===== src/rtl/ysyx_trap_ctrl_pkg.sv =====
// ysyx_trap_ctrl_pkg: CSR addresses, mstatus fields, cause codes and FSM encodings for trap sequencing
package ysyx_trap_ctrl_pkg;
  localparam logic [11:0] CSR_MSTATUS = 12'h300;
  localparam logic [11:0] CSR_MTVEC   = 12'h305;
  localparam logic [11:0] CSR_MEPC    = 12'h341;
  localparam logic [11:0] CSR_MCAUSE  = 12'h342;
  localparam int MIE_BIT    = 3;
  localparam int MPIE_BIT   = 7;
  localparam int MPP_LO_BIT = 11;
  localparam int MPP_HI_BIT = 12;
  localparam logic [3:0] EXC_ILLEGAL = 4'd2;
  localparam logic [3:0] EXC_EBREAK  = 4'd3;
  localparam logic [3:0] EXC_ECALL_M = 4'd11;
  localparam logic [3:0] IRQ_MTI     = 4'd7;
  localparam logic [1:0] MTVEC_VECTORED = 2'd1;
  typedef enum logic [2:0] {
    IDLE     = 3'd0,
    W_EPC    = 3'd1,
    W_CAUSE  = 3'd2,
    W_STATUS = 3'd3,
    M_STATUS = 3'd4,
    REDIR    = 3'd5
  } state_e;
  typedef enum logic [1:0] {
    K_TRAP = 2'd0,
    K_IRQ  = 2'd1,
    K_MRET = 2'd2
  } kind_e;
endpackage


===== src/rtl/ysyx_trap_tvec.sv =====
// ysyx_trap_tvec: trap-entry target from mtvec; vectored offset only for interrupts, modes 2/3 act as direct
module ysyx_trap_tvec
  import ysyx_trap_ctrl_pkg::*;
#(
  parameter int XLEN = 32
) (
  input  logic [XLEN-1:0] mtvec,
  input  logic            is_irq,
  input  logic [3:0]      cause_code,
  output logic [XLEN-1:0] target
);
  logic [XLEN-1:0] base;
  assign base = mtvec & ~XLEN'(3);
  assign target = (mtvec[1:0] == MTVEC_VECTORED && is_irq) ? base + XLEN'({cause_code, 2'b00}) : base;
endmodule


===== src/rtl/ysyx_trap_ctrl.sv =====
// ysyx_trap_ctrl: sequences trap entry / mret over the CSR write port; timer irq under YSYX_TRAP_IRQ_EN
module ysyx_trap_ctrl
  import ysyx_trap_ctrl_pkg::*;
#(
  parameter int XLEN   = 32,
  parameter int CSR_AW = 12
) (
  input  logic              clk,
  input  logic              rst,
  input  logic              trap_valid,
  input  logic [3:0]        trap_cause,
  input  logic [XLEN-1:0]   trap_pc,
  output logic              trap_ready,
  input  logic              mret_valid,
`ifdef YSYX_TRAP_IRQ_EN
  input  logic              irq_mtip,
  input  logic [XLEN-1:0]   irq_pc,
`endif
  input  logic [XLEN-1:0]   mstatus_i,
  input  logic [XLEN-1:0]   mtvec_i,
  input  logic [XLEN-1:0]   mepc_i,
  output logic              csr_wen,
  output logic [CSR_AW-1:0] csr_waddr,
  output logic [XLEN-1:0]   csr_wdata,
  output logic              busy,
  output logic              redir_valid,
  output logic [XLEN-1:0]   redir_pc,
  input  logic              redir_ready
);
  state_e          state;
  kind_e           kind;
  logic [XLEN-1:0] cause, nxt_epc, st_entry, st_mret, tvec_pc, irq_epc;
  logic            irq_pend;
`ifdef YSYX_TRAP_IRQ_EN
  assign irq_pend = irq_mtip & mstatus_i[MIE_BIT];
  assign irq_epc  = irq_pc;
`else
  assign irq_pend = 1'b0;
  assign irq_epc  = '0;
`endif
  assign trap_ready = (state == IDLE) && !rst;
  assign busy       = state != IDLE;
  assign nxt_epc    = (irq_pend ? irq_epc : trap_pc) & ~XLEN'(3);
  always_comb begin
    st_entry = mstatus_i;
    st_entry[MPIE_BIT] = mstatus_i[MIE_BIT];
    st_entry[MIE_BIT] = 1'b0;
    st_entry[MPP_HI_BIT:MPP_LO_BIT] = 2'b11;
    st_mret = mstatus_i;
    st_mret[MIE_BIT] = mstatus_i[MPIE_BIT];
    st_mret[MPIE_BIT] = 1'b1;
    st_mret[MPP_HI_BIT:MPP_LO_BIT] = 2'b11;
  end
  ysyx_trap_tvec #(.XLEN(XLEN)) u_tvec (
    .mtvec      (mtvec_i),
    .is_irq     (kind == K_IRQ),
    .cause_code (cause[3:0]),
    .target     (tvec_pc)
  );
  // csr_* are precomputed on the transition into each write state so they are pure registers
  always_ff @(posedge clk) begin
    if (rst) begin
      state       <= IDLE;
      kind        <= K_TRAP;
      cause       <= '0;
      csr_wen     <= 1'b0;
      csr_waddr   <= '0;
      csr_wdata   <= '0;
      redir_valid <= 1'b0;
      redir_pc    <= '0;
    end else begin
      csr_wen   <= 1'b0;
      csr_waddr <= '0;
      csr_wdata <= '0;
      case (state)
        IDLE: begin
          if (irq_pend || trap_valid) begin
            state     <= W_EPC;
            kind      <= irq_pend ? K_IRQ : K_TRAP;
            cause     <= irq_pend ? {1'b1, (XLEN-1)'(IRQ_MTI)} : XLEN'(trap_cause);
            csr_wen   <= 1'b1;
            csr_waddr <= CSR_AW'(CSR_MEPC);
            csr_wdata <= nxt_epc;
          end else if (mret_valid) begin
            state     <= M_STATUS;
            kind      <= K_MRET;
            csr_wen   <= 1'b1;
            csr_waddr <= CSR_AW'(CSR_MSTATUS);
            csr_wdata <= st_mret;
          end
        end
        W_EPC: begin
          state     <= W_CAUSE;
          csr_wen   <= 1'b1;
          csr_waddr <= CSR_AW'(CSR_MCAUSE);
          csr_wdata <= cause;
        end
        W_CAUSE: begin
          state     <= W_STATUS;
          csr_wen   <= 1'b1;
          csr_waddr <= CSR_AW'(CSR_MSTATUS);
          csr_wdata <= st_entry;
        end
        W_STATUS: begin
          state       <= REDIR;
          redir_valid <= 1'b1;
          redir_pc    <= tvec_pc;
        end
        M_STATUS: begin
          state       <= REDIR;
          redir_valid <= 1'b1;
          redir_pc    <= mepc_i & ~XLEN'(3);
        end
        REDIR: begin
          if (redir_ready) begin
            state       <= IDLE;
            redir_valid <= 1'b0;
            redir_pc    <= '0;
          end
        end
        default: state <= IDLE;
      endcase
    end
  end
endmodule


===== config.mk =====
export PLATFORM = sky130hd
export DESIGN_NAME = ysyx_trap_ctrl
export DESIGN_NICKNAME = d
export VERILOG_FILES = /design/src/rtl/ysyx_trap_ctrl_pkg.sv /design/src/rtl/ysyx_trap_tvec.sv /design/src/rtl/ysyx_trap_ctrl.sv
export SDC_FILE = /design/constraint.sdc
export NUM_CORES = 1
export LEC_CHECK = 0
export BUFFER_PORTS_ARGS = -buffer_cell sky130_fd_sc_hd__clkbuf_2
export CORE_ASPECT_RATIO = 2
export CORE_UTILIZATION = 34
export CTS_CLUSTER_DIAMETER = 60
export DETAILED_ROUTE_END_ITERATION = 10
export PLACE_DENSITY = 0.68
export REMOVE_ABC_BUFFERS = 1
export SYNTH_ARGS = -nofsm -noshare
export SYNTH_HDL_FRONTEND = slang
export SYNTH_SLANG_ARGS = --single-unit
export TNS_END_PERCENT = 30

===== constraint.sdc =====
create_clock -name clk -period 1.5 [get_ports clk]
set_input_delay 0.075 -clock clk [delete_from_list [all_inputs] [get_ports clk]]
set_output_delay 0.075 -clock clk [all_outputs]
set_load 0.005 [all_outputs]

==> results of run 1 <==
flip-flops by register name (all words and copies together), names as in the netlist:
name,cells
csr_wdata,32
redir_pc,30
redir_valid,1
csr_waddr,4
csr_wen,1
cause,4
state,3
worst max-delay path, stage by stage, from the launching register on:
cell and delay (ps):
dfxtp_2 340, buf_6 130, buf_12 130, or3_4 340, nor2_4 100, clkbuf_2 120
where the power goes:
group	total [mW]	switching (mW)	internal (mW)
clock network	2.12	0.843	1.28
registers	2.84	0.300	2.54
logic	4.66	2.37	2.29
layout make-up:
type	count	area [µm²]
Sequential cell	75	1510
Clock inverter	7	68.82
Tap cell	137	171.4
Clock buffer	9	225.2
Timing Repair Buffer	292	2112
Multi-Input combinational cell	274	1983
Fill cell	899	4407
routing by layer:
metal | vias up | routed length, µm | track usage, %
li1 | 1983 | - | -
met4 | 0 | 350 | 9.537
met2 | 196 | 7498 | 41.17
met5 | - | 0 | 0
met3 | 31 | 772 | 5.081
met1 | 1947 | 4858 | 21.10
how the worst max path moves through the flow:
stage / to / cells after the start / slack (ps) / from
after floorplan: redir_pc[10] / 3 / -1820 / state[1]
after global placement: csr_wdata[7] / 5 / 80 / state[1]
after detailed placement: redir_pc[31] / 5 / 20 / state[2]
after CTS: trap_ready / 5 / -90 / state[2]
after global routing: trap_ready / 5 / -110 / state[2]
final: trap_ready / 5 / -70 / state[2]
what timing repair did:
action	in CTS	in global routing
setup endpoints to repair	3	47
gates resized for setup	11	27
cloned	0	7
hold buffers	51	0
buffers inserted	3	5
endpoints found under the hold margin	35	0
pin swaps	1	23
cells in the mapped netlist:
library cell   n  area [µm²]
a211o_1        1       8.760
nand4b_1       1       8.760
nor4bb_1      29       290.3
nor4b_4        1       23.77
o211ai_1      28       210.2
a2bb2oi_1      1       8.760
or3_1          1       6.260
buf_4         15       112.6
nor2b_1        4       25.02
buf_6          4       45.04
nand2b_1       4       25.02
nor3_1         1       5.000
and2_1         4       25.02
nand2_1       31       116.4
a211oi_1      49       367.9
o21ai_1        2       10.01
dfxtp_1       75        1501
a211oi_2      10       125.1
nor2_1        11       41.29
a2111oi_1      1       10.01
clkbuf_1      33       123.9
o21bai_1       1       7.510
o21ai_0        4       20.02
a21oi_1       66       330.3
clkbuf_2       1       5.000
o21ba_2        1       10.01
xnor2_1        1       8.760
mux2i_1        4       40.04
nor3b_1        2       15.01
a21o_1         2       15.01
and3b_1        3       26.28
buf_2         10       50.05
conb_1         1       3.750
o2bb2ai_1      1       8.760
nor4b_1        1       8.760
per-stage QoR:
stage                     setup slack (ps)  total power [mW]  TNS (ps)  std cells
final                               -69.41             9.625    -69.41        794
after CTS                           -88.54             9.002    -88.54        782
after detailed placement             15.60             6.593         0        712
after global routing                -111.2             10.19    -585.9        794
after global placement               76.47             6.460         0        712
after floorplan                      -1825             4.789    -97070        349
logic make-up after synthesis:
logic type                synth area share (%)
muxes                                    1.100
other                                   0.1030
and+or+nand+nor                          16.95
AOI/OAI and AO/OA                        31.11
xor gates and xnor gates                0.2407
buffers and inverters                    9.247
DFF                                      41.25
==> metrics, run 1 <==
status=finished with violations; failing checks=negative setup slack; initial antenna violation count=0; Clock Sinks=75; Worst R2R Start=state[2]; drt drc=0; largest net degree at the start of global routing=35; crit path DAT=1490 ps; Final Routed Wirelength=13480 µm; post-route cell area=between 6000 and 7000 µm²; final hold violation count=0; first-pass GRT wire length=18620 µm; Worst EP required=1420 ps; # rows=53; IO buf count=~200; Routed Antenna Nets=0; hold endpoint=csr_wdata[25]; Seq/Total Area, Yosys=between 40% and 50%; Synth Warn #=0; overall global routing resource usage=21.68%; Via density=5.236; initial core utilization=about a third; antenna cells=0; Via Count=slightly above 4k; R2R Setup Slk=about 20 ps; DRT Pass-1 Iters=4; worst setup path class=flop to output port; Power Dens Cells=1585 nW/µm²; I/O pins=around 220; post-synthesis cell type count=35; Routed WL per cell=between 15 and 20 µm; WHS Path Cells=3; CTS Root Buffer Type=clkbuf_16; fin crit period=1569 ps; Layout area overhead=66.79%; leak pwr=2.618 nW; clk buf depth=2; die area=11150 µm²; Placed Area=4838 µm²; WHS=13.16 ps; Final #Nets=just under 800; period utilisation layout=104.6%; synthesized instance count=404; Final Max Tran Viols=0; grt ovf=0; Mean Syn Cell Area=9.009 µm²; most common cell after layout, fill and taps aside=clkbuf_2; # setup viols final=1; VDD IR max=0.9595 mV; clk_skew=4.675 ps; crit path max fanout=14; share of layout cells above drive strength 1=45.51%; Num CTS Buffers=9; fin util=between 50% and 60%; RSZ-0062 raised after global routing=true; Chip Width=75.16 µm; CP Capture Type=output port; commonest cells after routing, fill and taps aside=199 x clkbuf_2, 72 x dfxtp_1, 61 x a21oi_1; Synth Register Bits=75; die height=148.3 µm; CTS tree=built; Worst-Skew Late Latency=330 ps; Hold Crit Class=input port to flop; CP Launch Type=flop; final HPWL from detailed placement=8069 µm; global placement routability congestion=0.7631; post-synthesis cell area=3640 µm²; H-tree lvl count=3; vias in the first global route=4058; Clock transition at path regs=60 ps; MaxCap Viol Count=0; Reg2Reg Depth=6; r2r endpoint=redir_pc[23]; fmax=637.2 MHz; Hold Path Origin=mstatus_i[25]; Core Area=approximately 10000 µm²; final worst slack=-69.41 ps; DRT iter0 DRCs=162
Note: power is estimated with default switching activity, not from simulation.
==> run 2: changes to the inputs <==
- CORE_UTILIZATION: 34 -> 39
- PLACE_DENSITY: 0.68 -> 0.76
==> run 2 against run 1 <==
  * The flow still finishes with violations (negative setup slack)
  * Die area fell by 13%
  * Sequential share of layout area rose by 0.91 points
  * Combinational power rose by 2%
  * Setup slack got worse by 38 ps
  * Critical endpoint is now csr_wdata[27]
==> metrics, run 2 (synthesis results as in run 1) <==
vias in the first global route=4221 (was 4058); Largest register FFs=32 (unchanged); final HPWL from detailed placement=8395 µm (was 8069 µm); failing checks=negative setup slack (unchanged); crit path max fanout=7 (was 14); VDD IR max=0.8300 mV (was 0.9595 mV); CP Launch Type=flop (unchanged); CP Capture Type=flop (was output port); Routed Antenna Nets=0 (unchanged); largest net degree at the start of global routing=35 (unchanged); post-route cell area=5867 µm² (was 6071 µm²); Layout area overhead=61.19% (was 66.79%); Worst EP required=1750 ps (was 1420 ps); # setup viols final=32 (was 1); drt drc=0 (unchanged); Top delay family on crit path=buffers and inverters (was simple AND/OR/NAND/NOR gates); M1 GR Usage=27.78% (was 21.10%); final hold violation count=0 (unchanged); WHS=9.460 ps (was 13.16 ps); CP max-delay cell=dfxtp_4 (was dfxtp_2); met3 GRT Util=5.378% (was 5.081%); Fin Setup TNS=-1495 ps (was -69.41 ps); Largest Register=csr_wdata (unchanged); die height=138.6 µm (was 148.3 µm); share of layout cells above drive strength 1=48.76% (was 45.51%); period utilisation layout=107.2% (was 104.6%); global placement routability congestion=0.7917 (was 0.7631); Chip Width=70.31 µm (was 75.16 µm); MaxCap Viol Count=0 (unchanged); Clock Sinks=75 (unchanged); Via density=5.769 (was 5.236); Final #Nets=778 (was 789); # rows=49 (was 53); final worst slack=-107.8 ps (was -69.41 ps); Num CTS Buffers=9 (unchanged); Clock transition at path regs=60 ps (about the same); GRT Max-Usage Layer=met2 (unchanged); leak pwr=2.579 nW (was 2.618 nW); Power Dens Cells=1659 nW/µm² (was 1585 nW/µm²); grt ovf=0 (unchanged); critical-path cell list=buf_12, buf_8, nor4b_4, buf_4, buf_12, buf_12, nand2_1, a21oi_1 (was buf_6, buf_12, or3_4, nor2_4, clkbuf_2); crit-path most repeated cell=buf_12; initial core utilization=40.39% (was 34.74%); CTS Root Buffer Type=clkbuf_16 (unchanged); fmax=622.0 MHz (was 637.2 MHz); crit path DAT=1860 ps (was 1490 ps); most common cell after layout, fill and taps aside=clkbuf_2 (unchanged); Placed Area=4822 µm² (was 4838 µm²); WP buf/inv=5 (was 3); DRT Pass-1 Iters=5 (was 4); initial antenna violation count=0 (unchanged); worst setup path class=flop to flop (was flop to output port); Final Routed Wirelength=14580 µm (was 13480 µm); Worst-Skew Late Latency=330 ps (about the same); met2 Resource Use GR=48.22% (was 41.17%); die area=9746 µm² (was 11150 µm²); Hold Crit Class=input port to flop (unchanged); CTS tree=built (unchanged); Multi-input gate area=2016 µm² (was 1983 µm²); DRT iter0 DRCs=379 (was 162); largest registers=csr_wdata (32), redir_pc (30) (unchanged); Final Max Tran Viols=0 (unchanged); Routed WL per cell=19.49 µm (was 16.98 µm); Layout fillers=673 (was 899); H-tree lvl count=3 (unchanged); status=finished with violations (unchanged); Via Count=4315 (was 4157); antenna cells=0 (unchanged); overall global routing resource usage=26.17% (was 21.68%); CP max stage delay=350 ps (was 340 ps); IO buf count=199 (unchanged); first-pass GRT wire length=20580 µm (was 18620 µm); fin util=65.10% (was 57.94%); I/O pins=217 (unchanged); clk_skew=6.326 ps (was 4.675 ps); clk buf depth=2 (unchanged); commonest cells after routing, fill and taps aside=199 x clkbuf_2, 72 x dfxtp_1, 52 x a21oi_1 (was 199 x clkbuf_2, 72 x dfxtp_1, 61 x a21oi_1); Core Area=9012 µm² (was 10480 µm²); RSZ-0062 raised after global routing=true (unchanged); fin crit period=1608 ps (was 1569 ps); Storage cell area=1513 µm² (was 1510 µm²)
==> run 2: worst min-delay path, delay by kind of cell <==
family | cells | cell delay, ps
and+or+nand+nor | 1 | 80
muxes | 1 | 60
buffers and inverters | 1 | 80
==> run 2: path summary, 6_finish.rpt <==
path | from | to | slack [ps] | depth (start not counted)
worst max-delay path | state[2] | csr_wdata[27] | -110 | 8
worst min-delay path | trap_cause[1] | cause[1] | 9 | 3
worst max register to register | state[2] | csr_wdata[27] | -110 | 8
worst min register to register | cause[0] | csr_wdata[0] | 460 | 2
==> run 2: area by class of cell <==
type                    instances  area share [%]
clock buffers                  10           3.903
flip-flops and latches         75           25.78
multi-input cells             274           34.36
repair buffers                281           32.65
clock inverters                 6           1.130
well taps                     102           2.175
==> run 2: routing by layer <==
metal | wire length [µm] | up-vias
met1 | 5395 | 2053
met5 | 0 | -
li1 | - | 1964
met3 | 1037 | 38
met2 | 7762 | 260
met4 | 381 | 0
==> run 2: timing repair <==
action | CTS | global route
gates resized for setup | 11 | 47
cloned | 1 | 3
hold buffers | 32 | 0
setup endpoints to repair | 2 | 38
setup buffers | 3 | 9
pin swaps | 1 | 18
endpoints found under the hold margin | 30 | 0
==> run 2: metrics by stage <==
step | worst slack [ps] | power (mW) | instances
floorplan | -1825 | 4.789 | 349
global placement | 115.2 | 6.536 | 684
detailed placement | 34.44 | 6.661 | 684
CTS | -83.91 | 9.038 | 736
global route | -160.6 | 10.20 | 748
finish | -107.8 | 9.736 | 748
==> run 2: report_power, final <==
group | leakage, nW | switching (mW) | internal (mW)
Combinational | 1.83 | 2.45 | 2.31
Clock | 0.135 | 0.850 | 1.29
Sequential | 0.617 | 0.294 | 2.54
==> run 3: changes to the inputs <==
- CELL_PAD_IN_SITES_DETAIL_PLACEMENT: default -> 1
- CELL_PAD_IN_SITES_GLOBAL_PLACEMENT: default -> 2
- CORE_UTILIZATION: 39 -> 21
- PLACE_DENSITY: 0.76 -> default
- PLACE_DENSITY_LB_ADDON: default -> 0.1
==> run 3 against run 2 <==
  * The flow now finishes without violations
  * Routed wire length rose by 0.35%
  * Die area grew 84%
  * Global-route usage decreased by 9.5 points
  * Design area is 3.2% higher
  * Clock-buffer cell count up 1
  * Clock skew rose by 3.3 ps
  * Via count shrank 5.1%
  * Maximum frequency is 9.0% higher
  * Clock power is 14% higher
  * Largest cell class is now buffers
==> metrics, run 3 (synthesis results as in run 1) <==
Finished Layout Cells=867 (was 748); Chip Width=95.09 µm (was 70.31 µm); Clock transition at path regs=70 ps (was 60 ps); Power Dens Cells=1579 nW/µm² (was 1659 nW/µm²); grt ovf=0 (unchanged); first-pass GRT wire length=22980 µm (was 20580 µm); WP buf/inv=2 (was 5); Metal-1 WL=5321 µm (was 5395 µm); combinational share of power=44.8% (was 48.9%); share of layout cells above drive strength 1=42.58% (was 48.76%); fmax=678.0 MHz (was 622.0 MHz); met2 wire len=8297 µm (was 7762 µm); period utilisation layout=98.33% (was 107.2%); overall global routing resource usage=16.66% (was 26.17%); Via Count=4096 (was 4315); vias in the first global route=4547 (was 4221); # setup viols final=0 (was 32); Int Power=6.139 mW (was 6.142 mW); I/O pins=217 (unchanged); CP max stage delay=380 ps (was 350 ps); Flop pwr share=29.8% (was 29.1%); clk buf depth=2 (unchanged); commonest cells after routing, fill and taps aside=198 x clkbuf_2, 72 x dfxtp_1, 66 x a21oi_1 (was 199 x clkbuf_2, 72 x dfxtp_1, 52 x a21oi_1); worst setup path class=flop to output port (was flop to flop); CP Launch Type=flop (unchanged); RSZ-0062 raised after global routing=true (unchanged); Final Max Tran Viols=0 (unchanged); die area=17890 µm² (was 9746 µm²); IO buf count=199 (unchanged); initial core utilization=21.60% (was 40.39%); drt drc=0 (unchanged); Num CTS Buffers=9 (unchanged); Inst Count DP=780 (was 684); Placed Area=4900 µm² (was 4822 µm²); leak pwr=2.602 nW (was 2.579 nW); largest net degree at the start of global routing=35 (unchanged); CTS tree=built (unchanged); Routed WL per cell=16.87 µm (was 19.49 µm); MaxCap Viol Count=0 (unchanged); final HPWL from detailed placement=10110 µm (was 8395 µm); final hold violation count=0 (unchanged); Sw Share=35.77% (was 36.91%); uppermost layer routed=met4 (unchanged); die height=188.2 µm (was 138.6 µm); Routed Antenna Nets=0 (unchanged); status=finished, final reports clean (was finished with violations); post-route cell area=6055 µm² (was 5867 µm²); # rows=67 (was 49); CP max-delay cell=or3_4 (was dfxtp_4); clk_skew=9.602 ps (was 6.326 ps); fin crit period=1475 ps (was 1608 ps); Tot Pwr=9.558 mW (was 9.736 mW); most common cell after layout, fill and taps aside=clkbuf_2 (unchanged); Final #Nets=792 (was 778); Final Routed Wirelength=14630 µm (was 14580 µm); Largest register FFs=32 (unchanged); largest registers=csr_wdata (32), redir_pc (30) (unchanged); initial antenna violation count=0 (unchanged); CTS Root Buffer Type=clkbuf_16 (unchanged); antenna cells=0 (unchanged); crit path max fanout=3 (was 7); Via density=4.724 (was 5.769); Worst EP required=1420 ps (was 1750 ps); NetSw=3.419 mW (was 3.594 mW); wire length on met3=821 µm (was 1037 µm); Clock Sinks=75 (unchanged); clock group share of total power=25.4% (was 22.0%); DRT iter0 DRCs=30 (was 379); VDD IR max=0.6948 mV (was 0.8300 mV); Core Area=16850 µm² (was 9012 µm²); CP Capture Type=output port (was flop); Top delay family on crit path=simple AND/OR/NAND/NOR gates (was buffers and inverters); crit path DAT=1400 ps (was 1860 ps); critical-path cell list=buf_8, or3_4, nor2_4, buf_6 (was buf_12, buf_8, nor4b_4, buf_4, buf_12, buf_12, nand2_1, a21oi_1); Hold Crit Class=input port to flop (unchanged); Layout fillers=2004 (was 673); Largest Register=csr_wdata (unchanged); Worst-Skew Late Latency=340 ps (was 330 ps); global placement routability congestion=0.6928 (was 0.7917); DRT Pass-1 Iters=4 (was 5); Layout area overhead=66.35% (was 61.19%); H-tree lvl count=3 (unchanged)
run 3: stage by stage:
stage,setup slack [ps],hold WS [ps],setup TNS [ps],util (%)
final,25.00,13.87,0,35.93
after global routing,-28.78,13.22,-122.9,35.93
after CTS,-44.10,2.951,-44.10,35.17
after detailed placement,-82.98,305.8,-764.1,29.08
after global placement,18.99,300.0,0,29.08
after floorplan,-1825,139.6,-97070,-
run 3: metal layers:
| layer | GRT usage [%] | vias up |
|---|---|---|
| met2 | 32.69 | 151 |
| met4 | 5.420 | 0 |
| met1 | 16.13 | 1942 |
| met3 | 3.995 | 11 |
| li1 | - | 1992 |
| met5 | 0 | - |
run 3: path summary, 6_finish.rpt:
check	end	slack, ps	cells after the start	startpoint
max	trap_ready	30	4	state[2]
min	csr_wdata[27]	10	3	mstatus_i[27]
max reg2reg	redir_pc[15]	40	5	state[1]
min reg2reg	csr_wdata[0]	470	2	cause[0]
run 3: what timing repair did:
item	4_1_cts	5_1_grt
hold buffers	60	0
endpoints found under the setup margin	29	41
cloned	0	1
hold endpoints to repair	36	0
buffers inserted	8	2
pin swaps	2	2
gates resized for setup	11	18
run 3: power by group through the flow:
stage | clock, mW | combinational (mW) | sequential (mW)
after floorplan | 0 | 1.70 | 3.08
after global placement | 0 | 3.80 | 2.89
after detailed placement | 0 | 3.84 | 2.91
after CTS | 2.53 | 4.16 | 2.86
after global routing | 2.60 | 4.74 | 2.92
final | 2.43 | 4.29 | 2.85
run 3: cell type report:
type                    instances  area [µm²]  share of cell area, %
well taps                     207       259.0                  4.278
clock buffers                  11       252.7                  4.174
clock inverters                 5       75.07                  1.240
multi-input cells             274        1913                  31.60
flip-flops and latches         75        1513                  24.98
repair buffers                295        2042                  33.73
run 3: worst min-delay path, delay by kind of cell:
kind	cells	cell delay [ps]
AO/OA/AOI/OAI	2	150
buffers and inverters	1	80
